`src/rtl/byte_unstriping_pkg.sv`:
```
// Shared definitions for the two-lane byte unstriper: data width default,
// FSM state encoding and stats counter widths.
package byte_unstriping_pkg;

    localparam int DATA_W_DEF = 32;
    localparam int WORD_CNT_W = 16;
    localparam int ERR_CNT_W  = 8;

    typedef enum logic [1:0] {
        IDLE = 2'b00,
        EXP1 = 2'b01,
        EXP0 = 2'b10
    } state_t;

endpackage

```
`src/rtl/byte_unstriping_stats.sv`:
```
// Word and alignment-error counters for the byte unstriper; instantiated only
// when BYTE_UNSTRIPING_STATS_EN is defined.
module byte_unstriping_stats
    import byte_unstriping_pkg::*;
(
    input  logic                  clk_2f,
    input  logic                  reset_L,
    input  logic                  word_evt,
    input  logic                  err_evt,
    output logic [WORD_CNT_W-1:0] word_cnt,
    output logic [ERR_CNT_W-1:0]  err_cnt
);

    // word_cnt wraps naturally; err_cnt holds at all-ones
    always_ff @(posedge clk_2f or negedge reset_L) begin
        if (!reset_L) begin
            word_cnt <= '0;
            err_cnt  <= '0;
        end else begin
            if (word_evt)
                word_cnt <= word_cnt + WORD_CNT_W'(1);
            if (err_evt && (err_cnt != {ERR_CNT_W{1'b1}}))
                err_cnt <= err_cnt + ERR_CNT_W'(1);
        end
    end

endmodule

```
`src/rtl/byte_unstriping.sv`:
```
// Merges two half-rate lanes back into one full-rate stream (lane 0 first).
// Optional counters are enabled with the BYTE_UNSTRIPING_STATS_EN macro.
module byte_unstriping
    import byte_unstriping_pkg::*;
#(
    parameter int DATA_W = DATA_W_DEF
) (
    input  logic                  clk_2f,
    input  logic                  reset_L,
    input  logic                  valid_0,
    input  logic [DATA_W-1:0]     lane_0,
    input  logic                  valid_1,
    input  logic [DATA_W-1:0]     lane_1,
    input  logic                  err_clr,
    output logic                  valid_out,
    output logic [DATA_W-1:0]     data_out,
    output logic                  align_err,
    output logic [1:0]            state_dbg
`ifdef BYTE_UNSTRIPING_STATS_EN
    ,
    output logic [WORD_CNT_W-1:0] word_cnt,
    output logic [ERR_CNT_W-1:0]  err_cnt
`endif
);

    // Interface: a lane word is taken only in a cycle where its valid is 1 and
    // the FSM expects that lane; there is no backpressure. valid_out=1 marks
    // a merged word on data_out, otherwise data_out is forced to 0.
    state_t state;
    logic   err_evt;

    // lane 1 arriving when lane 0 is expected is an ordering error
    assign err_evt   = valid_1 && !valid_0 && ((state == IDLE) || (state == EXP0));
    assign state_dbg = state;

    always_ff @(posedge clk_2f or negedge reset_L) begin
        if (!reset_L) begin
            state     <= IDLE;
            valid_out <= 1'b0;
            data_out  <= '0;
            align_err <= 1'b0;
        end else begin
            if (err_evt)
                align_err <= 1'b1;
            else if (err_clr)
                align_err <= 1'b0;

            case (state)
                IDLE: begin
                    if (valid_0) begin
                        data_out  <= lane_0;
                        valid_out <= 1'b1;
                        state     <= EXP1;
                    end else begin
                        data_out  <= '0;
                        valid_out <= 1'b0;
                        state     <= IDLE;
                    end
                end
                EXP1: begin
                    if (valid_1) begin
                        data_out  <= lane_1;
                        valid_out <= 1'b1;
                        state     <= EXP0;
                    end else begin
                        data_out  <= '0;
                        valid_out <= 1'b0;
                        state     <= IDLE;
                    end
                end
                EXP0: begin
                    if (valid_0) begin
                        data_out  <= lane_0;
                        valid_out <= 1'b1;
                        state     <= EXP1;
                    end else begin
                        data_out  <= '0;
                        valid_out <= 1'b0;
                        state     <= IDLE;
                    end
                end
                default: begin
                    data_out  <= '0;
                    valid_out <= 1'b0;
                    state     <= IDLE;
                end
            endcase
        end
    end

`ifdef BYTE_UNSTRIPING_STATS_EN
    logic word_evt;

    assign word_evt = (state == EXP1) ? valid_1 :
                      ((state == IDLE) || (state == EXP0)) ? valid_0 : 1'b0;

    byte_unstriping_stats u_stats (
        .clk_2f   (clk_2f),
        .reset_L  (reset_L),
        .word_evt (word_evt),
        .err_evt  (err_evt),
        .word_cnt (word_cnt),
        .err_cnt  (err_cnt)
    );
`endif

endmodule

```
`config.mk`:
```
export PLATFORM = sky130hd
export DESIGN_NAME = byte_unstriping
export DESIGN_NICKNAME = d
export VERILOG_FILES = /design/src/rtl/byte_unstriping_pkg.sv /design/src/rtl/byte_unstriping_stats.sv /design/src/rtl/byte_unstriping.sv
export SDC_FILE = /design/constraint.sdc
export NUM_CORES = 1
export LEC_CHECK = 0
export CAP_MARGIN = 20
export CORE_AREA = 2 2 78 62
export CTS_CLUSTER_DIAMETER = 50
export DETAILED_ROUTE_END_ITERATION = 12
export DIE_AREA = 0 0 80 64
export PLACE_DENSITY = 0.8
export SETUP_SLACK_MARGIN = 0.4
export SYNTH_ARGS = -nofsm -noshare
export SYNTH_HDL_FRONTEND = slang
export SYNTH_HIERARCHICAL = 1
export SYNTH_SLANG_ARGS = --single-unit
export TNS_END_PERCENT = 50
```
`constraint.sdc`:
```
create_clock -name clk_2f -period 1.4 [get_ports clk_2f]
set_input_delay 0.21 -clock clk_2f [delete_from_list [all_inputs] [get_ports clk_2f]]
set_output_delay 0.21 -clock clk_2f [all_outputs]
set_load 0.1 [all_outputs]
```
==> results.toml, run 1 <==
[status]
outcome = "complete, no violations"

[global_routing]
grt_max_degree = 25
overflow = 0
grt_usage = 0.1892
use_met2 = 0.3354
antenna_found_initial = 0
top_usage_layer = "met2"
gr-usage-met1 = 0.2018
grt_pass1_vias = 1312
met3_usage = 0.07910
grt_pass1_wl_um = 6955

[worst_setup_path]
endpoint_kind = "flip-flop"
path_cells = "buf_12 > nor2b_4 > buf_12 > a32o_1"
critPathMaxFanout = 24
cp.arrival_ns = 1.46
path_class = "flip-flop to flip-flop"
critPathBufInv = 2
slowest_stage = "dfrtp_4"
cp_common_cell = "buf_12"
crit_required_ns = 1.63
critical-path-max-stage-delay_ns = 0.52
crit_family = "flip-flops"
startpoint_type = "flip-flop"

[final_layout]
num_antenna_cells = 0
final_nets = 268
drive_gt1_frac = 0.3050
final_core_util = 0.6943
area_growth_pct = 115.4

[synth]
synthCells = 88
synthTopCellsByCount = "dfrtp_1, a32o_1, buf_6"
ys.flop_type = "dfrtp_1"
synth_area_um2 = 1389
synth-seq-cells = 36
syn_avg_cell_area_um2 = 15.78
synth_top_cells_by_area = "dfrtp_1, a32o_1, buf_6"
ys_seq_area_frac = 0.6486
synthesis.nets = 157
synth.most_common_cell = "dfrtp_1"
synth_top_area_share = 0.6486
yosys.area.top_type = "dfrtp_1"
async_flop_share = 1.000
ys_types = 10
synth-edff-count = 0
yosys_warnings = 6

[floorplan]
die_y_um = 64
row_count = 21
core_um2 = 4309
start_util = 0.3223
ioPinCount = 105
die_area_um2 = 5120
die_w_um = 80

[clocking]
numCtsBuffers = 5
clock-sinks = 36
clk_path_buf_depth = 2
cts_tree = "yes"
clockRootBuffer = "clkbuf_8"
clk_latency_ns = 0.29
cts.htree.levels = 2
clk_pin_slew_ns = 0.08

[place]
numPortBuffers = 104
gp_congestion = 0.7023
hpwlAfterDp_um = 3580

[detailed_routing]
drc = 0
vias = 1268
wl_per_cell_um = 18.25
wl_um = 4691
viasPerCell = 4.934
first_pass_iters = 4
ant_nets = 0
drtIter0Drc = 77

[timing]
tightest_slew_ns = 0.3640
setup_tns_ns = 0
fmax_mhz = 809.2
slew_viol_final = 0
hold_viol = 0
setup_violations = 0
grt_setup_unrepaired = "true"
skew_ns = 0.006858
min_period_ns = 1.236
max-slew-margin-rel = 0.7573
hold_slack_ns = 0.3585
finalCritPeriodShare = 0.8827

[min_path]
holdCritPathClass = "input pin to asynchronous set/reset pin"

[flow_run]
cap_violations = 0

[pwr]
ir_worst_vdd_v = 0.0005183
power.leakage_nw = 1.275
power.density_nw_per_um2 = 1106
-- power by group --
part / leakage (nW) / switching (mW) / internal [mW]
logic: 0.761 / 0.774 / 0.569
clock network: 0.0516 / 0.374 / 0.402
registers: 0.462 / 0.0697 / 1.12
total: 1.28 / 1.22 / 2.09
-- repair_timing --
| item | CTS | global route |
|---|---|---|
| hold endpoints to repair | 13 | 0 |
| endpoints found under the setup margin | 71 | 72 |
| hold buffers | 1 | 0 |
| setup buffers | 3 | 0 |
| resized for setup | 0 | 2 |
-- cell families (layout without fill, tap and decap cells) --
logic type             count (synthesis)  in the layout  share of synthesized area
buffers and inverters                 14            126                    0.08919
AO/OA/AOI/OAI                         34             34                     0.2423
AND/OR/NAND/NOR                        4              4                    0.01982
flip-flops                            36             36                     0.6486
-- routing by layer --
layer  share of wire  wire length, µm
met4           0.011               53
met3            0.11              499
met2            0.51             2408
met5               0                0
met1            0.37             1729
-- layout make-up --
| cell class | instances | area (µm²) |
|---|---|---|
| multi-input cells | 38 | 376.6 |
| repair buffers | 116 | 1530 |
| inverters | 2 | 7.507 |
| well taps | 57 | 71.32 |
| fillers | 291 | 1318 |
| flip-flops and latches | 36 | 909.6 |
| clock inverters | 2 | 13.76 |
| clock buffers | 6 | 82.58 |
-- worst paths after layout --
check / start / end / slack, ns / depth (start not counted)
worst max-delay path: state_dbg[0] / data_out[31] / 0.16 / 4
worst min-delay path: reset_L / data_out[18] / 0.36 / 2
worst max register to register: state_dbg[0] / data_out[31] / 0.16 / 4
worst min register to register: align_err / align_err / 0.58 / 2
max in group asynchronous: reset_L / data_out[10] / 0.59 / 3
min in group clk_2f: err_clr / align_err / 0.49 / 2
-- flip-flops by register name (all words and copies together), names as in the netlist --
register and cells:
align_err 1, data_out 32, valid_out 1, state_dbg 2
-- placed cells by master, fill, tap and decap left out --
| master | count |
|---|---|
| clkdlybuf4s50_1 | 67 |
| buf_12 | 39 |
| dfrtp_1 | 33 |
| a32o_1 | 32 |
| buf_4 | 7 |
| clkbuf_8 | 6 |
| nor2b_4 | 2 |
| inv_1 | 2 |
| dfrtp_4 | 2 |
| nor2b_1 | 1 |
| a21o_1 | 1 |
| and2_1 | 1 |
| o32ai_1 | 1 |
| dfrtp_2 | 1 |
| inv_6 | 1 |
| clkinv_2 | 1 |
| dlygate4sd3_1 | 1 |
| buf_2 | 1 |
| buf_6 | 1 |
-- worst register-to-register path, stage by stage (launching register included) --
cell and delay, ns:
dfrtp_4 0.52, buf_12 0.15, nor2b_4 0.14, buf_12 0.18, a32o_1 0.18
-- through the flow --
step | cells | power [mW] | setup slack [ns] | cell area [µm²]
floorplan | 88 | 1.903 | 0.03673 | 1403
global route | 257 | 3.443 | 0.1300 | 2992
global placement | 245 | 2.519 | 0.02297 | 2841
finish | 257 | 3.309 | 0.1642 | 2992
CTS | 257 | 3.333 | 0.1707 | 2983
detailed placement | 245 | 2.539 | -0.02111 | 2841
No activity file was read; power rests on OpenSTA's default activity.
==> inputs of run 2 (changes only) <==
PLACE_DENSITY = 0.77   (was 0.8)
==> run 2 against run 1 <==
Cell count up 0.78%. Critical path depth decreased by 2. Clock skew fell by 0.0025 ns. Count of clock-buffer cells in the layout increased by 2. Setup slack worse by 0.017 ns. Die area unchanged. Clock power fell by 4.1%. First-iteration DRC count down 27%. Sequential power barely moved. Total power decreased by 0.79%. Largest cell class unchanged. Largest power group unchanged. Highest routed layer unchanged.
==> results.toml, run 2 (synthesis results as in run 1) <==
[final_layout]
final_common_cell = "clkdlybuf4s50_1"
final_cells = 259
largest_register_ffs = 32
drive_gt1_frac = 0.2970
area_growth_pct = 116.4
stdcell_area_um2 = 3005
regMostFlops = "data_out"
num_antenna_cells = 0
final_cell_mix = "clkdlybuf4s50_1, buf_12, dfrtp_1"
fillers = 284
final_nets = 270

[worst_setup_path]
critPathBufInv = 2
slowest_stage = "dfrtp_4"
path_cells = "buf_6 > buf_12"
startpoint_type = "flip-flop"
crit_required_ns = 1.19
endpoint_kind = "output pin"
critical-path-max-stage-delay_ns = 0.48
cp.arrival_ns = 1.04
path_class = "flip-flop to output pin"
critPathMaxFanout = 2
crit_family = "flip-flops"

[timing]
setup_ws_ns = 0.1474
finalCritPeriodShare = 0.8947
skew_ns = 0.004355
min_period_ns = 1.253
grt_setup_unrepaired = "true"
slew_viol_final = 0
hold_viol = 0
tightest_slew_ns = 0.6314
setup_violations = 0
fmax_mhz = 798.3
max-slew-margin-rel = 0.5791

[pwr]
ir_worst_vdd_v = 0.0004916
power.density_nw_per_um2 = 1092
power.leakage_nw = 1.288
power_mw = 3.283

[floorplan]
row_count = 21
start_util = 0.3223
die_w_um = 80
core_um2 = 4309
die_y_um = 64
die_area_um2 = 5120
ioPinCount = 105

[clocking]
clk_latency_ns = 0.28
clk_pin_slew_ns = 0.07
clock-sinks = 36
clk_path_buf_depth = 2
cts.htree.levels = 2
clockRootBuffer = "clkbuf_8"
numCtsBuffers = 5
cts_tree = "yes"

[detailed_routing]
drtIter0Drc = 56
wl_per_cell_um = 18.53
wl_um = 4798
first_pass_iters = 4
drc = 0
viasPerCell = 4.985
vias = 1291
ant_nets = 0

[place]
pre_cts_ws_ns = -0.4053
hpwlAfterDp_um = 3576
gp_congestion = 0.7150
dp_cells = 244
placed_area_um2 = 2829
numPortBuffers = 104

[global_routing]
overflow = 0
grt_pass1_wl_um = 7576
grt_max_degree = 24
grt_usage = 0.1979
antenna_found_initial = 0
grt_pass1_vias = 1435

[flow_run]
cap_violations = 0

[status]
outcome = "complete, no violations"

[min_path]
holdCritPathClass = "input pin to asynchronous set/reset pin"
[run 2: final cells by class]
cell class,instances,area [µm²],share of cell area
tap,57,71.32,0.02373
clock buffer,8,90.09,0.02998
sequential,36,909.6,0.3027
multi-input combinational,38,376.6,0.1253
inverter,2,7.507,0.002498
timing repair buffer,118,1550,0.5158
[run 2: power by group]
part	leakage, nW	switching, mW	internal, mW
clock	0.0455	0.342	0.401
sequential	0.462	0.0732	1.12
combinational	0.780	0.772	0.573
total	1.29	1.19	2.10
[run 2: per-layer routing]
layer,share of wire,global-route usage
met5,0,0
met2,0.52,0.3406
met4,0.018,0.07839
met1,0.37,0.2282
met3,0.096,0.06215
[run 2: what timing repair did]
item                       in CTS  in global routing
gates resized for setup         2                  2
setup endpoints to repair      71                 85
hold endpoints to repair       14                  0
setup buffers                   5                  0
hold buffers                    2                  0
[run 2: metrics by stage]
step / hold slack, ns / utilization / TNS (ns)
after floorplan: -0.08559 / - / 0
after global placement: 0.1273 / 0.6530 / -21.17
after detailed placement: 0.1310 / 0.6565 / -10.66
after CTS: 0.4897 / 0.6957 / 0
after global routing: 0.1817 / 0.6974 / 0
final: 0.1109 / 0.6974 / 0
[run 2: worst paths after layout]
path,slack (ns),cells past startpoint,to,from
min in group clk_2f,0.53,2,align_err,err_clr
worst min-delay path,0.11,2,data_out[19],reset_L
worst min register to register,0.58,2,align_err,align_err
worst max register to register,0.18,4,data_out[22],state_dbg[1]
worst max-delay path,0.15,2,state_dbg[1],state_dbg[1]
max in group asynchronous,0.64,3,data_out[28],reset_L
